--- src/rtl/clock_gate_ctrl_pkg.sv ---
// ============================================================================
// clock_gate_ctrl_pkg : state encodings and counter sizing for clock_gate_ctrl
// Rev 1.0
// ============================================================================
`default_nettype none

package clock_gate_ctrl_pkg;

  typedef enum logic [1:0] {
    ST_OFF  = 2'd0,
    ST_WAKE = 2'd1,
    ST_ON   = 2'd2,
    ST_HOLD = 2'd3
  } state_t;

  // Width of the shared wake/hold down-counter; never narrower than 1 bit.
  function automatic int cnt_width(input int wake, input int hold);
    int m;
    int w;
    m = (wake > hold) ? wake : hold;
    w = $clog2(m + 1);
    return (w < 1) ? 1 : w;
  endfunction

  localparam int CNT_W = cnt_width(2, 16);

endpackage

`default_nettype wire

--- src/rtl/clock_gate_ctrl_sat_counter.sv ---
// ============================================================================
// sat_counter : saturating up-counter with synchronous clear priority
// Rev 1.0
// ============================================================================
`default_nettype none

module sat_counter #(
  parameter int WIDTH = 32
) (
  input  logic             clk,
  input  logic             rst,
  input  logic             inc,
  input  logic             clear,
  output logic [WIDTH-1:0] count
);

  logic [WIDTH-1:0] count_q;
  logic [WIDTH-1:0] count_d;

  always_comb begin
    count_d = count_q;
    if (clear) begin
      count_d = '0;
    end else if (inc && (count_q != '1)) begin
      count_d = count_q + 1'b1;
    end
  end

  always_ff @(posedge clk or posedge rst) begin
    if (rst) begin
      count_q <= '0;
    end else begin
      count_q <= count_d;
    end
  end

  assign count = count_q;

endmodule

`default_nettype wire

--- src/rtl/clock_gate_ctrl.sv ---
// ============================================================================
// clock_gate_ctrl : request-merging sequencer for a BUFGCE clock enable
// Rev 1.0
// ============================================================================
`default_nettype none

module clock_gate_ctrl
  import clock_gate_ctrl_pkg::*;
#(
  parameter int N_REQ       = 4,
  parameter int WAKE_CYCLES = 2,
  parameter int HOLD_CYCLES = 16,
  parameter int STAT_W      = 32
) (
  input  logic              clk,
  input  logic              rst,
  input  logic [N_REQ-1:0]  req,
  input  logic              force_on,
  input  logic              clear_stats,
  output logic              gate_en,
  output logic [N_REQ-1:0]  ack,
  output logic [1:0]        state,
  output logic [STAT_W-1:0] on_cycles
);

  localparam int CW = cnt_width(WAKE_CYCLES, HOLD_CYCLES);
  // Counter runs from LOAD down to 0, giving exactly *_CYCLES cycles in the state.
  localparam logic [CW-1:0] WAKE_LOAD = (WAKE_CYCLES > 0) ? CW'(WAKE_CYCLES - 1) : '0;
  localparam logic [CW-1:0] HOLD_LOAD = (HOLD_CYCLES > 0) ? CW'(HOLD_CYCLES - 1) : '0;

  state_t           state_q;
  state_t           state_d;
  logic [CW-1:0]    cnt_q;
  logic [CW-1:0]    cnt_d;
  logic             gate_en_q;
  logic             gate_en_d;
  logic [N_REQ-1:0] ack_q;
  logic [N_REQ-1:0] ack_d;
  logic             any_req;

  assign any_req = (|req) | force_on;

  always_comb begin
    state_d = state_q;
    cnt_d   = cnt_q;
    case (state_q)
      ST_OFF: begin
        if (any_req) begin
          if (WAKE_CYCLES == 0) begin
            state_d = ST_ON;
          end else begin
            state_d = ST_WAKE;
            cnt_d   = WAKE_LOAD;
          end
        end
      end
      ST_WAKE: begin
        // The wake always completes, even if every requester has dropped.
        if (cnt_q == '0) begin
          state_d = ST_ON;
        end else begin
          cnt_d = cnt_q - 1'b1;
        end
      end
      ST_ON: begin
        if (!any_req) begin
          if (HOLD_CYCLES == 0) begin
            state_d = ST_OFF;
          end else begin
            state_d = ST_HOLD;
            cnt_d   = HOLD_LOAD;
          end
        end
      end
      ST_HOLD: begin
        // A request on the expiry cycle still wins over going OFF.
        if (any_req) begin
          state_d = ST_ON;
          cnt_d   = '0;
        end else if (cnt_q == '0) begin
          state_d = ST_OFF;
        end else begin
          cnt_d = cnt_q - 1'b1;
        end
      end
      default: begin
        state_d = ST_OFF;
        cnt_d   = '0;
      end
    endcase

    gate_en_d = (state_d != ST_OFF);
    ack_d     = (state_d == ST_ON) ? req : '0;
  end

  always_ff @(posedge clk or posedge rst) begin
    if (rst) begin
      state_q   <= ST_OFF;
      cnt_q     <= '0;
      gate_en_q <= 1'b0;
      ack_q     <= '0;
    end else begin
      state_q   <= state_d;
      cnt_q     <= cnt_d;
      gate_en_q <= gate_en_d;
      ack_q     <= ack_d;
    end
  end

  sat_counter #(
    .WIDTH (STAT_W)
  ) u_on_cycles (
    .clk   (clk),
    .rst   (rst),
    .inc   (gate_en_q),
    .clear (clear_stats),
    .count (on_cycles)
  );

  assign gate_en = gate_en_q;
  assign ack     = ack_q;
  assign state   = state_q;

endmodule

`default_nettype wire

--- config.mk ---
export PLATFORM = sky130hd
export DESIGN_NAME = clock_gate_ctrl
export DESIGN_NICKNAME = d
export VERILOG_FILES = /design/src/rtl/clock_gate_ctrl_pkg.sv /design/src/rtl/clock_gate_ctrl_sat_counter.sv /design/src/rtl/clock_gate_ctrl.sv
export SDC_FILE = /design/constraint.sdc
export NUM_CORES = 1
export LEC_CHECK = 0
export BUFFER_PORTS_ARGS = -buffer_cell sky130_fd_sc_hd__buf_2
export CAP_MARGIN = 20
export CORE_MARGIN = 2
export CORE_UTILIZATION = 55
export CTS_CLUSTER_SIZE = 20
export DETAILED_ROUTE_END_ITERATION = 6
export HOLD_SLACK_MARGIN = 0.05
export PLACE_DENSITY = 0.88
export SLEW_MARGIN = 10
export SYNTH_ARGS = -nofsm -noshare
export SYNTH_HDL_FRONTEND = slang
export SYNTH_SLANG_ARGS = --single-unit
--- constraint.sdc ---
create_clock -name clk -period 2.4 [get_ports clk]
set_input_delay 0.24 -clock clk [delete_from_list [all_inputs] [get_ports clk]]
set_output_delay 0.24 -clock clk [all_outputs]
set_load 0.05 [all_outputs]
==> impl_metrics.ini <==
[worst_setup_path]
worst-path-max-fanout = 6
cp_num_cells = 5
crit_path_max_incr_delay_ps = 520
timing.critical_path.slowest_stage_cell = o41a_1
criticalPathCategory = register to register
critical_path.startpoint = u_on_cycles.count[11]
crit_family = simple AND/OR/NAND/NOR gates
worst_ep_arrival_time_ps = 2400
reg2regPathDepth = 5
worst_setup_path_end_kind = register
path_buf_inv = 0
critical_path.startpoint_type = register
crit-reg2reg-launch = u_on_cycles.count[11]
timing.critical_path.required_ps = 2580
crit_chain = nand4_1 -> or3_1 -> o41a_1 -> nand3_1 -> mux2_1

[power_and_ir_drop]
worst_ir_drop_vdd_uv = 448
p_leak_nw = 1.23
power_density_cells_nw_per_um2 = 569
power.total_mw = 1.58

[clock_network]
cts_max_level = 2
cts_tree = yes
cts.hold.buffers_added = 0
setup_fix_buffers_added_after_clock_tree_synthesis = 0
cts.root.buffer_cell = clkbuf_8
clock-sinks = 44
clk_pin_slew_ps = 80
worst_skew_late_latency_ps = 300
cells_resized_by_post_cts_repair = 0
cts.path.max_buffers = 2
total_cts_buffers = 5

[global_routing]
grt_pass1_wl_um = 9050
global_route.usage.total = 0.229
grt_pass1_vias = 2022
antenna_found_initial = 0
grt_max_degree = 45
grt_overflow = 0

[sta]
unrepaired_setup_endpoints_after_global_routing = no
setup_total_negative_slack_ps = 0
final_slew_violations = 0
setup_skew_after_layout_ps = 10.2
post-route-period-util = 0.925
achievable-frequency_mhz = 450
finalHoldViolations = 0
final.min_clock_period_ps = 2220
setup-violations-final = 0
timing.slew.headroom = 0.551
tightestPinTransition_ps = 673
final_critical_path_setup_slack_ps = 180

[worst_hold_path]
tightest_hold_check_type = primary input to asynchronous set/reset pin

[routing]
totalWireLength_um = 5410
tritonroute_pass_1_iters = 4
dr.first_iter.drc_count = 165
drt.antenna.violating_nets = 0
ratio_of_routed_vias_to_standard_cells = 6.16
drt-wirelength-per-cell_um = 15.0
route.detailed.drc = 0
route.vias.total = 2225

[final_layout]
area_growth_syn_to_layout_pct = 16.2
final_common_cell = buf_2
most-common-layout-cells = 46 x buf_2, 40 x dfrtp_1, 31 x a21oi_1, 23 x nand2_1, 21 x o21ai_0
antenna-diode-count = 0
filler_cell_count = 320
post-route-cell-area_sq_um = 2780
postLayoutCoreUtil = 0.679
drive_above_1_share = 0.232
nets = 320

[place]
port_buffers = 46
place_congestion = 0.874
placement.setup.worst_slack_ps = 229
detailed_place.area_sq_um = 2680
dpl.hpwl_um = 3780

[logic_synthesis]
syn-cell-area_sq_um = 2390
synth.distinct_cells = 41
avgSynthCellArea_sq_um = 9.15
synth-seq-area-share = 0.461
seq_cells_post_synth = 44
synth.yosys.warnings = 0
synthesis.instances = 261
postSynthNetCount = 271

[die]
placementRows = 23
chipWidth_um = 69.9
io_pins = 47
initial_core_utilization = 0.584
fp.coreArea_sq_um = 4090
die_y_um = 69.9
die_outline_area_sq_um = 4880

[run]
max_cap_violations = 0

[outcome]
run_status = finished, final reports clean
==> cell type report <==
| cell class | instances | area, sq um | area share |
|---|---|---|---|
| repair buffers | 51 | 268 | 0.0965 |
| clock inverters | 1 | 7.51 | 0.00271 |
| multi-input cells | 197 | 1200 | 0.434 |
| clock buffers | 7 | 86.3 | 0.0311 |
| well taps | 50 | 62.6 | 0.0225 |
| flip-flops and latches | 44 | 1110 | 0.399 |
| inverters | 11 | 41.3 | 0.0149 |
==> synthesized netlist by cell type <==
library cell | instances | share of area
a21oi_1 | 31 | 0.065
clkbuf_1 | 8 | 0.013
nand2b_1 | 1 | 0.0026
o41ai_4 | 1 | 0.012
o21ai_1 | 6 | 0.013
a211oi_1 | 3 | 0.0094
o31ai_1 | 3 | 0.0094
dfrtp_1 | 44 | 0.46
o311ai_2 | 1 | 0.0068
and2_1 | 2 | 0.0052
inv_1 | 11 | 0.017
or2_2 | 1 | 0.0026
o41ai_1 | 1 | 0.0037
or4_1 | 5 | 0.016
a21oi_2 | 4 | 0.015
nor3_1 | 2 | 0.0042
ha_1 | 2 | 0.010
or3_1 | 20 | 0.052
and4_1 | 4 | 0.015
nor2b_1 | 7 | 0.018
a21o_1 | 2 | 0.0063
o2111ai_1 | 2 | 0.0073
nor4_1 | 2 | 0.0052
nor2_1 | 10 | 0.016
nor3_2 | 1 | 0.0042
or4_4 | 1 | 0.0047
nand3_1 | 10 | 0.021
o2111a_1 | 1 | 0.0047
buf_6 | 1 | 0.0047
o21ai_0 | 21 | 0.044
a311oi_1 | 2 | 0.0073
nor4_2 | 1 | 0.0052
o41a_1 | 1 | 0.0047
nand4_1 | 10 | 0.026
xor2_1 | 1 | 0.0037
nand3b_1 | 1 | 0.0031
xnor2_1 | 3 | 0.011
and3_1 | 8 | 0.021
mux2_1 | 2 | 0.0094
a221oi_1 | 1 | 0.0037
nand2_1 | 23 | 0.036
==> through the flow <==
stage	instances	hold WS [ps]
2_1_floorplan	261	378
3_3_place_gp	353	402
3_5_place_dp	353	406
4_1_cts	361	80.4
5_1_grt	361	124
6_report	361	64.7
==> power by group <==
group          internal, mW  leakage, nW  switching, mW
combinational         0.104        0.610          0.163
clock                 0.234       0.0445          0.247
sequential            0.782        0.579         0.0492
total                  1.12         1.23          0.459
==> tightest hold or removal path: cells and delay by family <==
| kind | cells | cell delay, ps |
|---|---|---|
| buf+inv | 3 | 580 |
==> flip-flops by register name (all words and copies together), names as in the netlist <==
register / count
u_on_cycles.count: 32
cnt_q: 5
state: 2
ack: 4
gate_en: 1
==> per-layer routing <==
layer / GRT usage / share of wire
met5: 0 / 0
met4: 0.0662 / 0.015
met3: 0.0577 / 0.046
met2: 0.387 / 0.50
met1: 0.292 / 0.43
==> cells by family after synthesis <==
| kind of cell | after synthesis | share of synthesized area |
|---|---|---|
| xor+xnor | 4 | 0.0147 |
| flops | 44 | 0.461 |
| fa+ha+maj | 2 | 0.0105 |
| mux | 2 | 0.00943 |
| buf+inv | 20 | 0.0346 |
| compound gates | 80 | 0.211 |
| simple gates | 109 | 0.258 |
==> path summary, 6_finish.rpt <==
path | end | slack, ps
max in group asynchronous | u_on_cycles.count[18] | 1940
min in group clk | ack[0] | 190
min reg2reg | cnt_q[4] | 530
min | cnt_q[0] | 60
max | u_on_cycles.count[11] | 180
max reg2reg | u_on_cycles.count[11] | 180
No activity file was read; power rests on OpenSTA's default activity.
